`src/rtl/ser_word_feeder.sv`:
```
// ser_word_feeder
// ---------------
// Parallel-to-serial feeder for the bidirectional shift register. One WIDTH-bit
// word is accepted per valid/ready handshake. It is sent one bit per shift pulse,
// in an order that matches the requested direction. As a result, the downstream
// register holds the original word after the last pulse. GAP idle cycles
// separate consecutive pulses. A one-cycle done pulse follows the last bit.
//
// Optional feature: define SER_PARITY_EN to append one even-parity bit (the XOR
// of the data bits) after the data bits. The downstream register is then
// WIDTH+1 bits wide.
//
// Parameters:
//   WIDTH  data bits per word (>= 2), equal to the downstream register width
//   GAP    idle cycles between consecutive shift pulses (0..15)
//
// Ports:
//   clk       rising-edge clock
//   rstn      synchronous active-low reset
//   in_valid  upstream word valid
//   in_ready  word can be accepted (combinational: IDLE and not in reset)
//   in_data   word to serialize, sampled on accept only
//   in_dir    0 = shift left (MSB first), 1 = shift right (LSB first)
//   sd        serial data bit, meaningful while sen = 1
//   sen       one-cycle shift enable per bit
//   sdir      latched direction for the whole word
//   busy      word in progress
//   done      one-cycle pulse after the last bit

module ser_word_feeder #(
  parameter int WIDTH = 4,
  parameter int GAP   = 0
) (
  input  logic             clk,
  input  logic             rstn,
  input  logic             in_valid,
  output logic             in_ready,
  input  logic [WIDTH-1:0] in_data,
  input  logic             in_dir,
  output logic             sd,
  output logic             sen,
  output logic             sdir,
  output logic             busy,
  output logic             done
);

`ifdef SER_PARITY_EN
  localparam int NBITS = WIDTH + 1;
`else
  localparam int NBITS = WIDTH;
`endif
  localparam int            CW       = $clog2(NBITS + 1);
  localparam logic [CW-1:0] LAST_CNT = CW'(NBITS);
  localparam logic [3:0]    GAP_LAST = (GAP > 0) ? 4'(GAP - 1) : 4'd0;

  typedef enum logic [1:0] {
    ST_IDLE,
    ST_SHIFT,
    ST_GAP
  } state_t;

  state_t           state_q;
  logic [WIDTH-1:0] hold_q;
  logic [CW-1:0]    cnt_q;
  logic [3:0]       gap_q;
  logic             sd_q;
  logic             sen_q;
  logic             sdir_q;
  logic             busy_q;
  logic             done_q;

  logic [CW-1:0]    cnt_d;
  logic             hold_bit;
  logic [WIDTH-1:0] hold_shifted;
  logic             emit_bit;

  // The output registers are loaded on the edge that enters SHIFT, so the
  // pulse and its data bit appear during the SHIFT cycle itself.
  assign cnt_d        = cnt_q + CW'(1);
  assign hold_bit     = sdir_q ? hold_q[0] : hold_q[WIDTH-1];
  assign hold_shifted = sdir_q ? {1'b0, hold_q[WIDTH-1:1]}
                               : {hold_q[WIDTH-2:0], 1'b0};

`ifdef SER_PARITY_EN
  logic          parity_q;
  logic [CW-1:0] emit_idx;

  // Index of the bit about to be emitted. In SHIFT the counter has not yet
  // absorbed the current bit. In GAP it already has.
  assign emit_idx = (state_q == ST_SHIFT) ? cnt_d : cnt_q;
  assign emit_bit = (emit_idx == CW'(WIDTH)) ? parity_q : hold_bit;
`else
  assign emit_bit = hold_bit;
`endif

  assign in_ready = (state_q == ST_IDLE) && rstn;
  assign sd       = sd_q;
  assign sen      = sen_q;
  assign sdir     = sdir_q;
  assign busy     = busy_q;
  assign done     = done_q;

  always_ff @(posedge clk) begin
    if (!rstn) begin
      state_q  <= ST_IDLE;
      hold_q   <= '0;
      cnt_q    <= '0;
      gap_q    <= '0;
      sd_q     <= 1'b0;
      sen_q    <= 1'b0;
      sdir_q   <= 1'b0;
      busy_q   <= 1'b0;
      done_q   <= 1'b0;
`ifdef SER_PARITY_EN
      parity_q <= 1'b0;
`endif
    end else begin
      sen_q  <= 1'b0;
      done_q <= 1'b0;
      case (state_q)
        ST_IDLE: begin
          if (in_valid) begin
            // The first bit leaves straight from the input word. The holding
            // register keeps the remaining bits, already shifted.
            sd_q     <= in_dir ? in_data[0] : in_data[WIDTH-1];
            hold_q   <= in_dir ? {1'b0, in_data[WIDTH-1:1]}
                               : {in_data[WIDTH-2:0], 1'b0};
            sdir_q   <= in_dir;
            cnt_q    <= '0;
            sen_q    <= 1'b1;
            busy_q   <= 1'b1;
            state_q  <= ST_SHIFT;
`ifdef SER_PARITY_EN
            parity_q <= ^in_data;
`endif
          end
        end

        ST_SHIFT: begin
          cnt_q <= cnt_d;
          if (cnt_d == LAST_CNT) begin
            busy_q  <= 1'b0;
            done_q  <= 1'b1;
            state_q <= ST_IDLE;
          end else if (GAP > 0) begin
            gap_q   <= '0;
            state_q <= ST_GAP;
          end else begin
            sd_q    <= emit_bit;
            hold_q  <= hold_shifted;
            sen_q   <= 1'b1;
          end
        end

        ST_GAP: begin
          if (gap_q == GAP_LAST) begin
            sd_q    <= emit_bit;
            hold_q  <= hold_shifted;
            sen_q   <= 1'b1;
            state_q <= ST_SHIFT;
          end else begin
            gap_q   <= gap_q + 4'd1;
          end
        end

        default: begin
          busy_q  <= 1'b0;
          state_q <= ST_IDLE;
        end
      endcase
    end
  end

endmodule

```
`config.mk`:
```
export PLATFORM = sky130hd
export DESIGN_NAME = ser_word_feeder
export DESIGN_NICKNAME = d
export VERILOG_FILES = /design/src/rtl/ser_word_feeder.sv
export SDC_FILE = /design/constraint.sdc
export NUM_CORES = 1
export LEC_CHECK = 0
export BUFFER_PORTS_ARGS = -buffer_cell sky130_fd_sc_hd__clkbuf_2
export CORE_MARGIN = 3
export CORE_UTILIZATION = 49
export CTS_BUF_LIST = sky130_fd_sc_hd__clkbuf_4
export CTS_CLUSTER_DIAMETER = 40
export DETAILED_ROUTE_END_ITERATION = 12
export PLACE_DENSITY_LB_ADDON = 0.2
export RECOVER_POWER = 100
export SLEW_MARGIN = 15
export SYNTH_ARGS = -nofsm -noshare
export SYNTH_HDL_FRONTEND = slang
export SYNTH_SLANG_ARGS = --single-unit
```
`constraint.sdc`:
```
create_clock -name clk -period 1.4 [get_ports clk]
set_clock_uncertainty 0.1 [all_clocks]
set_input_delay 0.35 -clock clk [delete_from_list [all_inputs] [get_ports clk]]
set_output_delay 0.35 -clock clk [all_outputs]
set_load 0.02 [all_outputs]
```
==> impl_metrics.json <==
{
  "avgSynthCellArea_um2": 10.5,
  "post-route-period-util_pct": 99.6,
  "post-route-util_pct": 68.5,
  "crit_type": "reg -> reg",
  "startpoint_type": "flip-flop",
  "power_frac_clock_pct": 27.9,
  "hold-path-cell-count": 2,
  "ys_seq_elements": 12,
  "r2r_slack_ns": 0.005,
  "cts_buffer_depth": 2,
  "postCtsHoldBufs": 0,
  "multi_input_area_um2": 418,
  "place_congestion": 0.811,
  "crit_chain": "ha_4, xor2_4, a41o_1, a32o_1",
  "cts.htree.levels": 1,
  "antenna_left": 0,
  "synth_area_leaders": "dfxtp_1 (36%), mux2i_1 (18%), nor2b_1 (5.7%)",
  "power_leakage_uw": 0.000350,
  "worstHoldPathType": "in -> reg",
  "ir_drop_mv": 0.717,
  "crit_start": "cnt_q[1]",
  "slew_violations": 0,
  "grt_pass1_vias": 556,
  "ys.flop_type": "dfxtp_1",
  "clk_latency_ns": 0.27,
  "cp-end-kind": "flip-flop",
  "rows": 12,
  "fp.coreArea_um2": 1190,
  "grt_setup_unrepaired": "yes",
  "fin_nets": 92,
  "synth_cells": 63,
  "synth_top_area_cell": "dfxtp_1",
  "arrival_ns": 1.45,
  "r2r_cells": 4,
  "grt_max_degree": 10,
  "path_delay_family": "compound AO/OA/AOI/OAI gates",
  "max-cap-violations": 0,
  "drtIter0Drc": 10,
  "timing_worst_slew_pin_value_ns": 0.290,
  "yosysWarnings": 0,
  "tns_ns": 0,
  "postCtsSetupBuffers": 0,
  "die_w_um": 42.8,
  "drc_errors": 0,
  "detail_route.wl_per_cell_um": 15.0,
  "area_delta_synth_final_pct": 22.7,
  "cp.depth": 4,
  "cts_root_buffer": "clkbuf_4",
  "setup_viol": 0,
  "fillers": 96,
  "ioPinCount": 14,
  "syn_area_um2": 662,
  "track_usage_pct": 18.1,
  "seqPwrFrac_pct": 52.7,
  "viasPerCell": 5.83,
  "max_slew_margin_pct": 80.7,
  "switchingPower_uw": 192,
  "max_freq_mhz": 717,
  "cts_inserted_buffers": 3,
  "synth-edff-count": 0,
  "chipHeight_um": 42.8,
  "worstPathRequired_ns": 1.46,
  "antenna_found_initial": 0,
  "synth-async-reset-ratio_pct": 0,
  "hpwl_um": 1040,
  "wirelength_um": 1410,
  "cts_tree": "built",
  "hp-start": "rstn",
  "p_comb_share_pct": 19.3,
  "diodes": 0,
  "cpMaxStageDelayCell": "dfxtp_2",
  "syn-num-nets": 73,
  "total_power_uw": 722,
  "regArea_um2": 245,
  "drive_above_1_share_pct": 35.0,
  "dieArea_um2": 1830,
  "dr.pass1.iters": 4,
  "path_clk_slew_ns": 0.07,
  "crit_fanout": 3,
  "cp_num_buf_inv": 0,
  "cts_sinks": 12,
  "ys_seq_area_share_pct": 36.3,
  "portBuffers": 13,
  "fin_crit_ns": 1.40,
  "intPower_uw": 530,
  "sw_frac_of_total_pct": 26.6,
  "timing.rr.start": "cnt_q[1]",
  "synth_top_area_share_pct": 36.3,
  "outcome": "complete, no violations",
  "ys_types": 24,
  "start_util_pct": 55.8,
  "cp_slowest_stage_delay_ns": 0.34,
  "hold_viol": 0,
  "grt_overflow": 0,
  "grt_pass1_wl_um": 2480,
  "vias": 548,
  "p_per_area_nw_per_um2": 889,
  "netlist_top_cells_count": "dfxtp_1 (12), mux2i_1 (12), nor2b_1 (6)"
}
==> power by group through the flow <==
stage | Combinational [µW] | Sequential, µW | Clock, µW
global placement | 133 | 384 | 0
floorplan | 88.6 | 387 | 0
global route | 152 | 383 | 223
finish | 140 | 381 | 202
CTS | 139 | 380 | 208
detailed placement | 136 | 385 | 0
==> cells in the final DEF, fill, tap and decap left out, drive strengths merged, types with 2 or more instances in the layout <==
cell type	n
mux2i	12
clkbuf	15
o21ai	3
nor2b	6
and2	2
and3b	2
ha	2
nor3b	4
dfxtp	12
a32o	3
nand2	2
buf	7
==> path summary, 6_finish.rpt <==
path                     to
hold reg to reg          sd
setup reg to reg  hold_q[1]
setup / recovery  hold_q[1]
hold / removal     cnt_q[0]
==> area by class of cell <==
class	instances	area share [%]
timing repair buffer	19	13.4
clock buffer	3	2.77
tap	14	2.16
sequential	12	30.2
multi-input combinational	46	51.5
==> stage by stage <==
step / instance area [µm²] / instances / worst slack, ns / hold WS [ns]
6_report: 812 / 94 / 0.00492 / 0.304
5_1_grt: 812 / 94 / -0.0529 / 0.297
4_1_cts: 813 / 94 / 0.00914 / 0.289
3_5_place_dp: 759 / 91 / -0.0804 / 0.365
3_3_place_gp: 759 / 91 / -0.00984 / 0.359
2_1_floorplan: 664 / 63 / 0.00204 / 0.347
==> cells by family (layout without fill, tap and decap cells) <==
kind of cell    Yosys count  after routing  share of synthesized area, %
compound gates           11             11                          14.6
xor+xnor                  1              1                          2.46
fa+ha+maj                 2              2                          3.78
buf+inv                   5             22                          4.91
flops                    12             12                          36.3
mux                      12             12                          18.1
simple gates             20             20                          19.9
==> flip-flops by register name (all words and copies together) (netlist names) <==
register  cells
cnt_q         3
sd            1
sdir          1
done          1
state_q       1
sen           1
hold_q        4
==> layer usage <==
layer / share of wire (%) / track usage (%)
met3: 6.4 / 8.05
met5: 0 / 0
met1: 47 / 21.5
met2: 45 / 28.7
met4: 0.99 / 6.21
==> what timing repair did <==
item / 4_1_cts / 5_1_grt
resized for setup: 8 / 2
pin swaps: 3 / 2
endpoints found under the setup margin: 8 / 6
Power figures use the tool's default switching activity.
